**config.mk**
```make
export PLATFORM = sky130hd
export DESIGN_NAME = simple_pipe
export DESIGN_NICKNAME = d
export VERILOG_FILES = /design/src/rtl/simple_pkg.sv /design/src/rtl/simple_stage.sv /design/src/rtl/simple_pipe.sv
export SDC_FILE = /design/constraint.sdc
export NUM_CORES = 1
export LEC_CHECK = 0
export ABC_CLOCK_PERIOD_IN_PS = 2200
export BUFFER_PORTS_ARGS = -buffer_cell sky130_fd_sc_hd__clkbuf_2
export CAP_MARGIN = 20
export CORE_ASPECT_RATIO = 0.6
export CORE_MARGIN = 3
export CORE_UTILIZATION = 49
export CTS_BUF_LIST = sky130_fd_sc_hd__clkbuf_8
export CTS_CLUSTER_DIAMETER = 200
export DETAILED_ROUTE_END_ITERATION = 8
export GPL_ROUTABILITY_DRIVEN = 0
export GPL_TIMING_DRIVEN = 1
export PLACE_DENSITY = 0.83
export SKIP_LAST_GASP = 1
export SLEW_MARGIN = 10
export SYNTH_ARGS = -nofsm -noshare
export SYNTH_HDL_FRONTEND = slang
export SYNTH_SLANG_ARGS = --single-unit
```
**constraint.sdc**
```tcl
create_clock -name iccad_clk -period 2.2 [get_ports iccad_clk]
set_input_delay 0.22 -clock iccad_clk [delete_from_list [all_inputs] [get_ports iccad_clk]]
set_output_delay 0.22 -clock iccad_clk [all_outputs]
set_load 0.01 [all_outputs]
```
**src/rtl/simple_pkg.sv**
```systemverilog
// simple_pkg: shared op encoding, lane function and counter width for simple_pipe.
package simple_pkg;
  localparam int CNT_W = 16;
  typedef enum logic [1:0] {
    OP_NAND = 2'd0,
    OP_NOR  = 2'd1,
    OP_XOR  = 2'd2,
    OP_XNOR = 2'd3
  } op_e;
  function automatic logic lane_op(op_e op, logic a, logic b);
    return op == OP_NAND ? ~(a & b) :
           op == OP_NOR  ? ~(a | b) :
           op == OP_XOR  ? a ^ b    : ~(a ^ b);
  endfunction
endpackage

```
**src/rtl/simple_stage.sv**
```systemverilog
// simple_stage: one valid/ready register slice; bubbles collapse because an empty slice always accepts.
module simple_stage #(
  parameter int W = 8
) (
  input  logic         clk,
  input  logic         rst,
  input  logic         valid_i,
  input  logic [W-1:0] data_i,
  output logic         ready_o,
  output logic         valid_o,
  output logic [W-1:0] data_o,
  input  logic         ready_i
);
  logic         valid_q, valid_d;
  logic [W-1:0] data_q, data_d;
  assign ready_o = ~valid_q | ready_i;
  always_comb begin
    valid_d = ready_o ? valid_i : valid_q;
    data_d  = (ready_o & valid_i) ? data_i : data_q;
  end
  always_ff @(posedge clk) begin
    if (rst) begin
      valid_q <= 1'b0;
      data_q  <= '0;
    end else begin
      valid_q <= valid_d;
      data_q  <= data_d;
    end
  end
  assign valid_o = valid_q;
  assign data_o  = data_q;
endmodule

```
**src/rtl/simple_pipe.sv**
```systemverilog
// simple_pipe: bitwise two-input logic function over WIDTH lanes, pipelined through STAGES slices.
// Optional SIMPLE_PIPE_PARITY_EN carries an even-parity bit alongside each result.
module simple_pipe
  import simple_pkg::*;
#(
  parameter int WIDTH  = 8,
  parameter int STAGES = 2
) (
  input  logic             iccad_clk,
  input  logic             iccad_rst,
  input  logic             in_valid,
  output logic             in_ready,
  input  logic [1:0]       op,
  input  logic [WIDTH-1:0] inp1,
  input  logic [WIDTH-1:0] inp2,
  output logic             out_valid,
  input  logic             out_ready,
  output logic [WIDTH-1:0] out,
`ifdef SIMPLE_PIPE_PARITY_EN
  output logic             out_par,
`endif
  output logic [15:0]      xfer_cnt
);
`ifdef SIMPLE_PIPE_PARITY_EN
  localparam int PW = WIDTH + 1;
`else
  localparam int PW = WIDTH;
`endif
  logic [WIDTH-1:0] res;
  logic             vld [STAGES+1];
  logic             rdy [STAGES+1];
  logic [PW-1:0]    dat [STAGES+1];
  logic [CNT_W-1:0] cnt_q, cnt_d;
  always_comb begin
    res = '0;
    for (int i = 0; i < WIDTH; i++) res[i] = lane_op(op_e'(op), inp1[i], inp2[i]);
  end
  assign vld[0]      = in_valid;
  assign rdy[STAGES] = out_ready;
`ifdef SIMPLE_PIPE_PARITY_EN
  assign dat[0]  = {^res, res};
  assign out_par = dat[STAGES][WIDTH];
`else
  assign dat[0]  = res;
`endif
  for (genvar k = 0; k < STAGES; k++) begin : g_stage
    simple_stage #(.W(PW)) u_stage (
      .clk    (iccad_clk),
      .rst    (iccad_rst),
      .valid_i(vld[k]),
      .data_i (dat[k]),
      .ready_o(rdy[k]),
      .valid_o(vld[k+1]),
      .data_o (dat[k+1]),
      .ready_i(rdy[k+1])
    );
  end
  assign in_ready  = ~iccad_rst & rdy[0];
  assign out_valid = vld[STAGES];
  assign out       = dat[STAGES][WIDTH-1:0];
  always_comb cnt_d = (out_valid & out_ready) ? cnt_q + CNT_W'(1) : cnt_q;
  always_ff @(posedge iccad_clk) begin
    if (iccad_rst) cnt_q <= '0;
    else cnt_q <= cnt_d;
  end
  assign xfer_cnt = cnt_q;
endmodule
```
==> reports/metrics.csv, run 1 <==
metric;value;unit
hold_viol;0;
placed_cells;308;
grt_max_degree;29;
viasPerCell;5.15;
relSlewSlack;60.0;%
core;3500;um^2
seq_area;681;um^2
cp-start-kind;flop;
clkLatencyLatePin;0.28;ns
swShare;24.4;%
syn_nets;275;
area.growth.synth_to_final;13.5;%
synth_edf_count;0;
drt-initial-drc-count;66;
synth_ff_type;dfxtp_1;
yosysUniqueCellTypes;31;
postLayoutCellArea;2190;um^2
finalSetupTns;0;ns
max_stage_delay;0.49;ns
dp_slack;0.495;ns
finClkSkew;0.00552;ns
wire_per_inst;12.2;um
wl;3820;um
io-pin-count;48;
syn_area;1930;um^2
clockPowerShare;35.4;%
cts_sinks;34;
grtUsageTotal;17.8;%
multiInputGateArea;1050;um^2
power;1.26;mW
grt_overflow;0;
io_buffers;47;
comb_power_share;12.9;%
async_reset_ff_share;0;%
internal-power;0.949;mW
drc;0;
drive_gt1_share;21.2;%
cp.required;2.40;ns
antenna-diode-count;0;
status;finished, final reports clean;
slew_violations;0;
fin_ws;0.457;ns
synth.avg_cell_area;8.16;um^2
critPathSlowestCell;dfxtp_1;
hpwl;3020;um
fin_nets;309;
cap_viol_max_count;0;
power_frac_seq;51.6;%
fin_util;62.4;%
ys_warn_count;0;
grt_pass1_wl;6580;um
period_minus_slack;1.74;ns
ctsHoldBuffers;0;
placement.cell_area;2100;um^2
post_cts_buffers;0;
dr.pass1.iters;4;
holdWs;0.193;ns
end_kind;flop;
rsz0062_at_grt;false;
post-route-period-util;79.2;%
leakagePower;1.06;nW
cts_root_buffer;clkbuf_8;
tritoncts;yes;
die_x;87.0;um
cts_resized;0;
yosysSeqAreaShare;35.3;%
criticalPathCategory;flop to flop;
fillers;310;
clockBufferDepth;2;
hp-class;primary input to flop;
p_sw;0.306;mW
worst-path-buf-inv;0;
crit_family;simple AND/OR/NAND/NOR gates;
vias;1617;
worst_ir_drop_vdd;0.000420;V
worstMarginPinSlew;0.600;ns
die_h;54.6;um
dieArea;4750;um^2
finalSetupViolations;0;
synth-seq-cells;34;
clock.fmax;0.574;GHz
syn-instance-count;236;
cts_made_buffers;5;
crit_chain;and4_1 > nand4_2 > or3_1 > a21oi_1;
worstPathArrival;1.94;ns
path_max_fanout;10;
fin_cells;314;
rows;16;
path_clk_slew;0.07;ns
antenna_found_initial;0;
powerDensity;574;nW/um^2
start_util;55.0;%
grt_pass1_vias;1481;
antenna_left;0;
cts-htree-levels;2;
[area by class of cell]
cell class	instances	share of cell area, %
well taps	45	2.57
repair buffers	48	11.1
multi-input cells	161	48.0
flip-flops and latches	34	31.1
inverters	20	3.43
clock buffers	6	3.78
[cells in the mapped netlist, types with 2 or more instances]
master / count / share of area, %
o21ai_0: 10 / 2.6
nand4_1: 4 / 1.3
nor3_1: 3 / 0.78
clkbuf_1: 6 / 1.2
and4_1: 2 / 0.91
xnor2_1: 9 / 4.1
buf_4: 11 / 4.3
nor2b_1: 5 / 1.6
xor2_1: 9 / 4.1
or4_1: 2 / 0.78
ha_1: 17 / 11
and2_1: 3 / 0.97
dfxtp_1: 34 / 35
inv_1: 20 / 3.9
mux2i_1: 8 / 4.2
or3_1: 2 / 0.65
nand3_1: 6 / 1.6
buf_1: 3 / 0.58
nand2_1: 32 / 6.2
nor2_1: 21 / 4.1
a21oi_1: 13 / 3.4
o211ai_1: 7 / 2.7
[cells by family (layout without fill, tap and decap cells)]
| kind of cell | after synthesis | in the layout | synth area share, % |
|---|---|---|---|
| buffers and inverters | 41 | 74 | 10.2 |
| adders and majority gates | 17 | 17 | 11.0 |
| DFF | 34 | 34 | 35.3 |
| AOI/OAI and AO/OA | 33 | 33 | 9.94 |
| and+or+nand+nor | 84 | 84 | 20.6 |
| xor gates and xnor gates | 18 | 18 | 8.18 |
| muxes | 9 | 9 | 4.74 |
[routing by layer]
metal  track usage, %  share of wire [%]  up-vias
met1             23.8                 50      725
li1                 -                  -      839
met2             28.1                 42       50
met5                0                  0        -
met3             6.32                7.7        3
met4             3.37               0.50        0
[power by group through the flow]
stage / clock, mW / sequential [mW] / combinational (mW)
6_report: 0.445 / 0.648 / 0.162
2_1_floorplan: 0 / 0.658 / 0.126
4_1_cts: 0.455 / 0.648 / 0.165
5_1_grt: 0.480 / 0.650 / 0.189
3_3_place_gp: 0 / 0.661 / 0.158
3_5_place_dp: 0 / 0.662 / 0.164
[worst paths after layout]
| check | startpoint | end | slack [ns] | cells after the start |
|---|---|---|---|---|
| hold reg to reg | g_stage[0].u_stage.data_o[7] | g_stage[0].u_stage.data_o[7] | 0.45 | 2 |
| setup reg to reg | g_stage[1].u_stage.valid_o | xfer_cnt[14] | 0.46 | 4 |
| setup / recovery | g_stage[1].u_stage.valid_o | xfer_cnt[14] | 0.46 | 4 |
| hold / removal | in_valid | g_stage[0].u_stage.valid_o | 0.19 | 3 |
[cell usage in the layout, fill, tap and decap left out, types with 3 or more instances in the layout]
cell       n
clkbuf_2  47
dfxtp_1   34
nand2_1   32
nor2_1    21
inv_1     20
ha_1      17
a21oi_1   13
o21ai_0   10
xnor2_1    9
xor2_1     9
mux2i_1    8
o211ai_1   7
nand3_1    6
clkbuf_8   6
nor2b_1    5
nand4_1    4
and2_1     3
nor3_1     3
[tightest hold or removal path, cell delays in order]
cell and delay (ns):
clkbuf_2 0.10, inv_1 0.05, a21oi_1 0.05
[sequential cells by signal (all words and copies together) (netlist names)]
register	flops
xfer_cnt	16
g_stage.u_stage.valid_o	2
g_stage.u_stage.data_o	16
Power figures use the tool's default switching activity.
==> run 2: changes to the inputs <==
Settings changed: ABC_AREA set to 1, ABC_CLOCK_PERIOD_IN_PS 2200 to 1700.
Clock period 2.2 ns to 1.7 ns, I/O delays scaled along.
==> reports/metrics.csv, run 2 <==
metric;value;unit;change
drt-initial-drc-count;97;;+47%
multiInputGateArea;1010;um^2;-3.3%
cts_sinks;34;;unchanged
grt_use_met3;5.77;%;-0.55 points
synth_edf_count;0;;unchanged
vias;1857;;+15%
fillers;357;;+15%
cp-endpoint;xfer_cnt[14];;
criticalPathCategory;flop to flop;;
post_cts_buffers;0;;unchanged
powerDensity;738;nW/um^2;+29%
grt_overflow;0;;unchanged
status;finished, final reports clean;;
grt_max_degree;25;;-14%
antenna-diode-count;0;;unchanged
cts_root_buffer;clkbuf_8;;
most-common-layout-cells;nand2_1 (57), inv_1 (52), clkbuf_2 (47), nor2_1 (34), dfxtp_1 (34);;
syn-instance-count;290;;+23%
synth.top_cell.area_share;33.8;%;-1.5 points
core;3810;um^2;+8.7%
rsz0062_at_grt;false;;
antenna_left;0;;unchanged
yosysUniqueCellTypes;24;;-23%
fin_nets;368;;+19%
cts_resized;0;;unchanged
final_common_cell;nand2_1;;
synth_top_cells_by_count;nand2_1 (57), inv_1 (51), dfxtp_1 (34), nor2_1 (34), a21oi_1 (23);;
power;1.69;mW;+35%
die_x;88.7;um;+2.0%
antenna_found_initial;0;;unchanged
syn_area;2010;um^2;+4.4%
yosys.area.top_type;dfxtp_1;;
rows;17;;+1
r2r-start;xfer_cnt[0];;
finalSetupViolations;0;;unchanged
post-route-period-util;82.3;%;+3.0 points
die_h;55.6;um;+1.9%
fin_ws;0.302;ns;-0.156 ns
cp-start-kind;flop;;
synth.most_common_cell;nand2_1;;
syn_nets;329;;+20%
path_clk_slew;0.07;ns;about the same
r2r-end;xfer_cnt[14];;
finalSetupTns;0;ns;unchanged
synth-seq-cells;34;;unchanged
r2r_slack;0.30;ns;-0.16 ns
cts_made_buffers;5;;unchanged
crit_start;xfer_cnt[0];;
yosys-top-cells-area;dfxtp_1 (34%), nand2_1 (11%), ha_1 (11%), inv_1 (9.5%), nor2_1 (6.3%);;
dieArea;4940;um^2;+4.0%
cp.required;1.87;ns;-0.53 ns
io_buffers;47;;unchanged
r2r_cells;8;;+4
grt_pass1_wl;7070;um;+7.5%
path_max_fanout;4;;-6
period_minus_slack;1.40;ns;-0.344 ns
clock.fmax;0.715;GHz;+25%
worstPathArrival;1.57;ns;-0.37 ns
leakagePower;1.20;nW;+14%
use_met2;26.8;%;-1.2 points
worst_ir_drop_vdd;0.000533;V;+27%
placed_cells;369;;+20%
dr.pass1.iters;4;;unchanged
worstMarginPinSlew;0.416;ns;-0.185 ns
cap_viol_max_count;0;;unchanged
ys_warn_count;0;;unchanged
dp_slack;0.322;ns;-0.173 ns
cts-htree-levels;2;;unchanged
wire_per_inst;11.2;um;-7.7%
wl;4240;um;+11%
met1_usage;24.7;%;+0.93 points
grtUsageTotal;17.8;%;+0.021 points
holdWs;0.284;ns;+0.0917 ns
area.growth.synth_to_final;13.9;%;
relSlewSlack;72.3;%;+12 points
synth_ff_type;dfxtp_1;;
async_reset_ff_share;0;%;unchanged
yosysSeqAreaShare;33.8;%;-1.5 points
io-pin-count;48;;unchanged
hp-class;primary input to flop;;
holdPathStages;4;;+1
clkLatencyLatePin;0.28;ns;about the same
start_util;52.8;%;-2.2 points
synth.avg_cell_area;6.94;um^2;-15%
slew_violations;0;;unchanged
seq_area;681;um^2;unchanged
grt.busiest_layer;met2;;
fin_cells;377;;+20%
clockBufferDepth;2;;unchanged
ctsHoldBuffers;0;;unchanged
tritoncts;yes;;
hpwl;3210;um;+6.4%
drive_gt1_share;19.1;%;-2.1 points
drc;0;;unchanged
finClkSkew;0.00566;ns;+0.000144 ns
viasPerCell;4.93;;-4.3%
hold_viol;0;;unchanged
end_kind;flop;;
grt_pass1_vias;1662;;+12%
==> run 2: cell types whose count changed after synthesis, moves of 10 or more <==
cell     before  now
o21ai_0      10   20
nand2_1      32   57
nor2_1       21   34
a21oi_1      13   23
inv_1        20   51
==> run 2: critical path, cell delays in order, from the launching register on <==
cell and delay, ns:
dfxtp_1 0.40, ha_1 0.19, nand3_1 0.10, nor2_2 0.18
nand2_2 0.08, inv_1 0.10, nand2_1 0.08, o21bai_1 0.13
nor2_1 0.05
==> run 2: kinds of logic (layout without fill, tap and decap cells) <==
logic type	after synthesis	count (layout)	synth area share [%]
compound gates	45	45	11.4
buf+inv	69	109	15.7
xor+xnor	10	10	4.35
fa+ha+maj	17	17	10.6
simple gates	115	115	24.1
flops	34	34	33.8
==> run 2: power by group <==
part	leakage, nW	total, mW	switching (mW)	internal (mW)
registers	0.278	0.848	0.0167	0.831
clock network	0.0524	0.598	0.278	0.321
logic	0.873	0.245	0.144	0.101
==> run 2: stage by stage <==
| stage | utilization, % | instance area (um^2) |
|---|---|---|
| 5_1_grt | 60.2 | 2290 |
| 3_3_place_gp | 57.8 | 2200 |
| 3_5_place_dp | 57.8 | 2200 |
| 4_1_cts | 60.2 | 2290 |
| 2_1_floorplan | - | 2010 |
| 6_report | 60.2 | 2290 |
==> run 2: metal layers <==
layer  share of wire (%)  vias to the layer above  wire (um)
li1                    -                      962          -
met1                  48                      830       2050
met5                   0                        -          0
met2                  43                       61       1840
met3                 7.4                        4        315
met4                0.68                        0         29
==> run 2: layout make-up <==
type                            count  area share [%]
Sequential cell                    34            29.7
Tap cell                           47            2.57
Timing Repair Buffer               49            10.9
Inverter                           52            8.52
Multi-Input combinational cell    187            44.3
Clock buffer                        6            3.60
Clock inverter                      2           0.382
==> run 2: worst min-delay path by stage <==
stage / start / to
finish: out_ready / g_stage[1].u_stage.valid_o
global route: out_ready / g_stage[1].u_stage.valid_o
CTS: out_ready / g_stage[1].u_stage.valid_o
detailed placement: g_stage[0].u_stage.data_o[6] / g_stage[1].u_stage.data_o[6]
global placement: g_stage[0].u_stage.data_o[7] / g_stage[1].u_stage.data_o[7]
floorplan: iccad_rst / g_stage[0].u_stage.data_o[0]
